### src/rtl/yazmac_obegi.sv
// Integer register file with per-register pending table; writeback port updates data, decode allocates tags.
// Optional macro YAZMAC_ATLAMA_EN: read ports bypass a same-cycle matching writeback.
module yazmac_obegi #(
   parameter int VERI_BIT   = 32,
   parameter int YAZMAC_BIT = 5,
   parameter int ETIKET_BIT = 4
) (
   input  logic                  clk_i,
   input  logic                  rstn_i,
   input  logic                  ayir_gecerli_i,
   input  logic [YAZMAC_BIT-1:0] ayir_adres_i,
   input  logic [ETIKET_BIT-1:0] ayir_etiket_i,
   input  logic                  yo_gecerli_i,
   input  logic [VERI_BIT-1:0]   yo_veri_i,
   input  logic [YAZMAC_BIT-1:0] yo_adres_i,
   input  logic [ETIKET_BIT-1:0] yo_etiket_i,
   input  logic                  temizle_i,
   input  logic [YAZMAC_BIT-1:0] rs1_adres_i,
   output logic [VERI_BIT-1:0]   rs1_veri_o,
   output logic                  rs1_hazir_o,
   output logic [ETIKET_BIT-1:0] rs1_etiket_o,
   input  logic [YAZMAC_BIT-1:0] rs2_adres_i,
   output logic [VERI_BIT-1:0]   rs2_veri_o,
   output logic                  rs2_hazir_o,
   output logic [ETIKET_BIT-1:0] rs2_etiket_o
);

   localparam int N = 2 ** YAZMAC_BIT;

   logic [VERI_BIT-1:0]   veri_q    [N];
   logic [VERI_BIT-1:0]   veri_d    [N];
   logic [ETIKET_BIT-1:0] etiket_q  [N];
   logic [ETIKET_BIT-1:0] etiket_d  [N];
   logic [N-1:0]          bekliyor_q;
   logic [N-1:0]          bekliyor_d;

   logic                  yo_aktif;
   logic                  ayir_aktif;
   logic                  yo_eslesme;

   assign yo_aktif   = yo_gecerli_i && (yo_adres_i != '0);
   assign ayir_aktif = ayir_gecerli_i && (ayir_adres_i != '0);
   assign yo_eslesme = yo_aktif && bekliyor_q[yo_adres_i]
                       && (etiket_q[yo_adres_i] == yo_etiket_i);

   // Allocation is applied after writeback so it wins on the same register.
   always_comb begin
      veri_d     = veri_q;
      etiket_d   = etiket_q;
      bekliyor_d = bekliyor_q;
      if (yo_aktif) begin
         veri_d[yo_adres_i] = yo_veri_i;
      end
      if (yo_eslesme) begin
         bekliyor_d[yo_adres_i] = 1'b0;
      end
      if (temizle_i) begin
         bekliyor_d = '0;
      end else if (ayir_aktif) begin
         bekliyor_d[ayir_adres_i] = 1'b1;
         etiket_d[ayir_adres_i]   = ayir_etiket_i;
      end
   end

   always_ff @(posedge clk_i) begin
      if (!rstn_i) begin
         for (int i = 0; i < N; i++) begin
            veri_q[i]   <= '0;
            etiket_q[i] <= '0;
         end
         bekliyor_q <= '0;
      end else begin
         veri_q     <= veri_d;
         etiket_q   <= etiket_d;
         bekliyor_q <= bekliyor_d;
      end
   end

   logic [YAZMAC_BIT-1:0] oku_adres  [2];
   logic [VERI_BIT-1:0]   oku_veri   [2];
   logic                  oku_hazir  [2];
   logic [ETIKET_BIT-1:0] oku_etiket [2];

   assign oku_adres[0] = rs1_adres_i;
   assign oku_adres[1] = rs2_adres_i;

   always_comb begin
      for (int p = 0; p < 2; p++) begin
         oku_veri[p]   = veri_q[oku_adres[p]];
         oku_hazir[p]  = 1'b1;
         oku_etiket[p] = '0;
         if (oku_adres[p] == '0) begin
            oku_veri[p] = '0;
         end else if (bekliyor_q[oku_adres[p]]) begin
`ifdef YAZMAC_ATLAMA_EN
            if (yo_eslesme && (yo_adres_i == oku_adres[p])) begin
               oku_veri[p] = yo_veri_i;
            end else begin
               oku_hazir[p]  = 1'b0;
               oku_etiket[p] = etiket_q[oku_adres[p]];
            end
`else
            oku_hazir[p]  = 1'b0;
            oku_etiket[p] = etiket_q[oku_adres[p]];
`endif
         end
      end
   end

   assign rs1_veri_o   = oku_veri[0];
   assign rs1_hazir_o  = oku_hazir[0];
   assign rs1_etiket_o = oku_etiket[0];
   assign rs2_veri_o   = oku_veri[1];
   assign rs2_hazir_o  = oku_hazir[1];
   assign rs2_etiket_o = oku_etiket[1];

endmodule
### config.mk
export PLATFORM = sky130hd
export DESIGN_NAME = yazmac_obegi
export DESIGN_NICKNAME = d
export VERILOG_FILES = /design/src/rtl/yazmac_obegi.sv
export SDC_FILE = /design/constraint.sdc
export NUM_CORES = 2
export LEC_CHECK = 0
export ABC_AREA = 1
export BUFFER_PORTS_ARGS = -buffer_cell sky130_fd_sc_hd__buf_2
export CAP_MARGIN = 5
export CORE_UTILIZATION = 45
export DETAILED_ROUTE_END_ITERATION = 8
export PLACE_DENSITY_LB_ADDON = 0.08
export SYNTH_ARGS = -nofsm -noshare
export SYNTH_HDL_FRONTEND = slang
export SYNTH_SLANG_ARGS = --single-unit
### constraint.sdc
create_clock -name clk_i -period 4.25 [get_ports clk_i]
set_clock_uncertainty 0.05 [all_clocks]
set_input_delay 0.425 -clock clk_i [delete_from_list [all_inputs] [get_ports clk_i]]
set_output_delay 0.425 -clock clk_i [all_outputs]
set_load 0.05 [all_outputs]
# == After elaboration in Yosys (flattened, before gate mapping) ==
# Cells that the tools add are included.
# op_classes
reduce_logical,14
mul,0
bitwise,9
div_mod_pow,0
muxes,43
n_addsub,0
n_lt_le_gt_ge,12
eq_ne,1
shift,0
# op_table
operator,n
bitwise mux 1024 bit,1
binary-select mux 32 bit (select 5 bit),2
2-to-1 mux 32 bit,9
demux 32 bit (select 5 bit),1
bitwise mux 128 bit,1
binary-select mux 4 bit (select 5 bit),3
2-to-1 mux 4 bit,11
AND 32 bit,1
inverter 32 bit,1
bitwise OR 32 bit,1
>= comparator 6 bit (second input constant),4
less-than comparator 5 x 6 -> 1 bit (second input constant),4
inverter 5 -> 6 bit,4
demux 4 bit (select 5 bit),1
binary-select mux 1 bit (select 5 bit),3
less-than comparator 6 x 1 -> 1 bit (second input constant),2
demux 1 bit (select 5 bit),2
>= comparator 5 x 1 -> 1 bit (second input constant),2
zero test 5 bit,2
nonzero test 5 bit,2
2-to-1 mux 1 bit,9
logical AND 1 bit,8
equality test 4 bit,1
inverter 1 bit,2
other kinds (2),2
# totals
reg_bits,1184
romBits,0
inputBits,65
latchBits,0
mem_count,0
mem_bits_rw,0
wordCells,144

# == Depth between registers and ports, before layout ==
# logic_depth
ltp_word,9
ltp_mapped,18
ltp_nobuf,15

# == Worst setup path after synthesis ==
# No wires, ideal clock.
# synth_timing
path_type,input to output
from,input port rs2_adres_i[0]
to,output port rs2_etiket_o[0]
required_ps,3775
n_path_buf,2
path_stages,9
t_arrival_ps,3186
setup_slack_ps,589
cell_sequence,buf_2 > inv_2 > clkbuf_1 > o21ai_0 > o211ai_1 > nand3_1 > nand3_1 > nand3_1 > a311oi_1
# synth_via
elab_chain_len,6
word_cells_on_any_way,9
cone_classes,7 x mux; 1 x bitwise; 1 x reduce/logical
# synth_lines
item,line,source
from (decl),22,"input logic [YAZMAC_BIT-1:0] rs2_adres_i,"
inverter 5 -> 6 bit (not written as such),104,oku_etiket[p] = etiket_q[oku_adres[p]];
binary-select mux 4 bit (select 5 bit),104,
2-to-1 mux 4 bit (not written as such) (2 in series),104,
2-to-1 mux 4 bit,94,end else if (bekliyor_q[oku_adres[p]]) begin
2-to-1 mux 4 bit *,92,if (oku_adres[p] == '0) begin
to (decl),25,output logic [ETIKET_BIT-1:0] rs2_etiket_o
# Mark *: on every way between the ends. The rest lies on a longest branch, timed or not. The select of a mux whose other input is x is not followed.

# == Worst setup path in the final report ==
# layout_timing
from,input port rs1_adres_i[0]
to,output port rs1_veri_o[10]
# layout_via
elab_chain_len,5
word_cells_on_any_way,6
cone_classes,4 x mux; 1 x bitwise; 1 x reduce/logical
# layout_lines
item,line,source
from (decl),18,"input logic [YAZMAC_BIT-1:0] rs1_adres_i,"
inverter 5 -> 6 bit (not written as such),89,oku_veri[p] = veri_q[oku_adres[p]];
binary-select mux 32 bit (select 5 bit),89,
2-to-1 mux 32 bit (not written as such) (2 in series),89,
2-to-1 mux 32 bit *,92,
to (decl),19,"output logic [VERI_BIT-1:0] rs1_veri_o,"
# Marked as above.

==> results by group <==
Detailed routing
  • Vias: 74200
  • Final wirelength: 313 mm
  • First-pass DRT Iterations: 9
  • Post-DRT Antenna Nets: 0
  • Avg WL per Cell: 27.4 um
  • Routed vias/inst: 6.48
  • DR DRC count: 0
  • Drt initial violations: 12300

Pwr
  • Leak: 24.7 nW
  • VDD IR-drop max: 0.000309 V
  • Sw Share: 30.0%
  • Pint: 19.6 mW
  • Comb power frac: 15.5%
  • Sequential power share: 40.2%
  • Switch Pwr: 8.43 mW
  • Clk pwr share: 44.3%
  • Pwr dens: 393 nW/um^2

Die
  • IO Count: 139
  • Core area: 141000 um^2
  • Std-Cell Rows: 138
  • Die extent in x: 379 um
  • Starting Density: 45.3%
  • Vert. Die Dim: 379 um
  • DIE AREA: 144000 um^2

Worst setup path
  • Worst path cell trace: buf_8 -> inv_8 -> buf_12 -> buf_12 -> buf_4 -> o21ai_0 -> o22ai_1 -> o21ai_1 -> a31oi_1 -> buf_4 -> buf_12
  • Slowest cell delay on critical path: 540 ps
  • CP Max Fanout: 86
  • Family with the most delay on the worst path: buffers and inverters
  • Slowest cell on crit path: inv_8
  • Worst path bufs/invs: 7
  • Critical Path RT: 3770 ps
  • Top cell by count, worst path: buf_12
  • CP arrival: 3550 ps
  • Crit path kind: input pin to output pin
  • Critical path capture point type: output pin
  • CP startpoint kind: input pin

Cells and area
  • Share of layout cells above drive strength 1: 7.30%
  • Final Instance Area: 71400 um^2
  • Area Growth Syn to Fin: 11.5%
  • Fillcell total: 14100
  • Nets: 9512

Placement
  • PortBufs: 138
  • Placed inst area: 66800 um^2
  • Gp weighted congestion: 0.955
  • DP HPWL: 179 mm

Clock tree
  • Clock Path Buffers: 3
  • Clock sink total: 1184
  • # H-tree levels: 4
  • Total clock buffers created by CTS: 142
  • CTS tree: built
  • Clock transition at path regs: 60 ps
  • Skew-Pair Late Insertion Delay: 800 ps
  • Root Driver: clkbuf_16

Timing
  • Final min period: 4020 ps
  • Fmax: 249 MHz
  • # setup viols final: 0
  • Setup tns final: 0 ps
  • Final period utilization: 94.6%
  • RSZ-0062 raised after global routing: no
  • Fin. max-slew vios: 16
  • Hold Fails Final Rpt: 0
  • Least-Margin Pin Slew: 1500 ps
  • Max-slew headroom: -0.0772%

Global route
  • Initial antenna violation count: 16
  • All-Layer GR Usage: 41.9%
  • Total grt overflow: 0
  • Pin count of the biggest net entering global routing: 224
  • Number of global-route vias before repair: 66400
  • First-pass GRT wire length: 452 mm

Run status
  • Failing checks: capacitance limit, slew limit
  • Status: finished with violations

Yosys
  • Post-Syn Area: 64100 um^2
  • Commonest cells post-synth: 1959 x o21ai_0, 1720 x nor2_1, 1241 x a21oi_1, 1184 x dfxtp_1, 974 x nand2_1
  • Yosys reg bits: 1184
  • Leading area contributor after synthesis: dfxtp_1
  • Syn_nets: 9983
  • Synth top area cells: dfxtp_1 37%, o21ai_0 15%, nor2_1 10%
  • Top-count cell post-synth: o21ai_0
  • Post-synth top area share: 37.0%
  • Synth async-reset ratio: 0%
  • Seq/Total Area, Yosys: 37.0%
  • Post-synth top flop: dfxtp_1
  • Syn Inst Count: 9918
  • Post-synth cell types: 34
  • Avg Inst Size Synth: 6.46 um^2
  • Yosys warning count: 0
  • EDFF count, synth: 0

Min path
  • Min-Delay Path Class: input pin to register

Job
  • Max-cap violations: 1
==> what timing repair did <==
item / in CTS / in global routing
endpoints found under the setup margin: 0 / 1
hold buffers: 1 / 0
endpoints found under the hold margin: 26 / 0
buffers inserted: 0 / 0
resized for setup: 0 / 1
==> flip-flops by register name (all words and copies together), names as in the netlist <==
register / cells
veri_q: 1024
bekliyor_q: 32
etiket_q: 128
==> final timing paths <==
check | cells past startpoint | end | start | slack, ps
max reg2reg | 14 | bekliyor_q[24] | etiket_q[93] | 2010
max | 11 | rs1_veri_o[10] | rs1_adres_i[0] | 230
min reg2reg | 2 | veri_q[1007] | veri_q[1007] | 390
min | 5 | bekliyor_q[19] | ayir_adres_i[0] | 80
==> power groups by stage <==
stage | registers, mW | clock network, mW | logic [mW]
global placement | 11.5 | 0 | 4.12
detailed placement | 11.5 | 0 | 4.14
finish | 11.3 | 12.4 | 4.34
global route | 11.3 | 12.9 | 4.51
CTS | 11.3 | 12.4 | 4.16
floorplan | 11.5 | 0 | 2.42
==> final cells by class <==
cell class | instances | area [um^2] | area share [%]
antenna | 12 | 30.0 | 0.0420
sequential | 1184 | 23700 | 33.2
tap | 1890 | 2360 | 3.31
inverter | 415 | 1630 | 2.27
clock inverter | 26 | 310 | 0.434
multi-input combinational | 7302 | 34900 | 48.9
clock buffer | 219 | 4290 | 6.01
timing repair buffer | 402 | 4200 | 5.87
==> per-layer routing <==
metal,part of all wire [%],vias to the layer above,GRT usage [%]
li1,-,33000,-
met1,39,34800,55.2
met2,41,5371,61.1
met3,14,1034,12.4
met4,5.6,4,22.5
met5,0.0096,-,0
==> cell usage in the layout (no fill, tap or decap), types with 22 or more instances in the layout <==
cell,instances
o21ai_0,1958
nor2_1,1714
a21oi_1,1241
dfxtp_1,1184
nand2_1,944
nand3_1,744
inv_1,383
o211ai_1,262
buf_4,199
o221ai_1,158
clkbuf_16,149
buf_12,108
buf_2,87
o22ai_1,80
a31oi_1,65
clkbuf_1,40
nand4_1,38
clkbuf_8,32
nand2_2,31
o21ai_1,22
==> stage by stage <==
step                      power (mW)  utilization (%)  hold WS [ps]  worst slack (ps)  cells
final                           28.1             50.5          84.3               228  11500
after global routing            28.7             50.5          93.9               153  11400
after CTS                       27.9             50.5          44.7              62.5  11400
after detailed placement        15.7             47.2           384              67.2  11200
after global placement          15.6             47.2           378              54.5  11200
after floorplan                 13.9                -           371               589   9918
==> cells by family (layout without fill, tap and decap cells) <==
kind of cell	Yosys count	in the layout	share of synthesized area [%]
and+or+nand+nor	3511	3511	22.4
buffers and inverters	1432	1062	8.74
other	0	12	0
DFF	1184	1184	37.0
AOI/OAI and AO/OA	3791	3791	31.9
==> worst reg2reg max path: cells and delay by family, from the launching register on <==
kind	cells	cell delay, ps
compound gates	1	50
buf+inv	1	340
flops	1	390
simple gates	12	1220
Power figures use the tool's default switching activity.
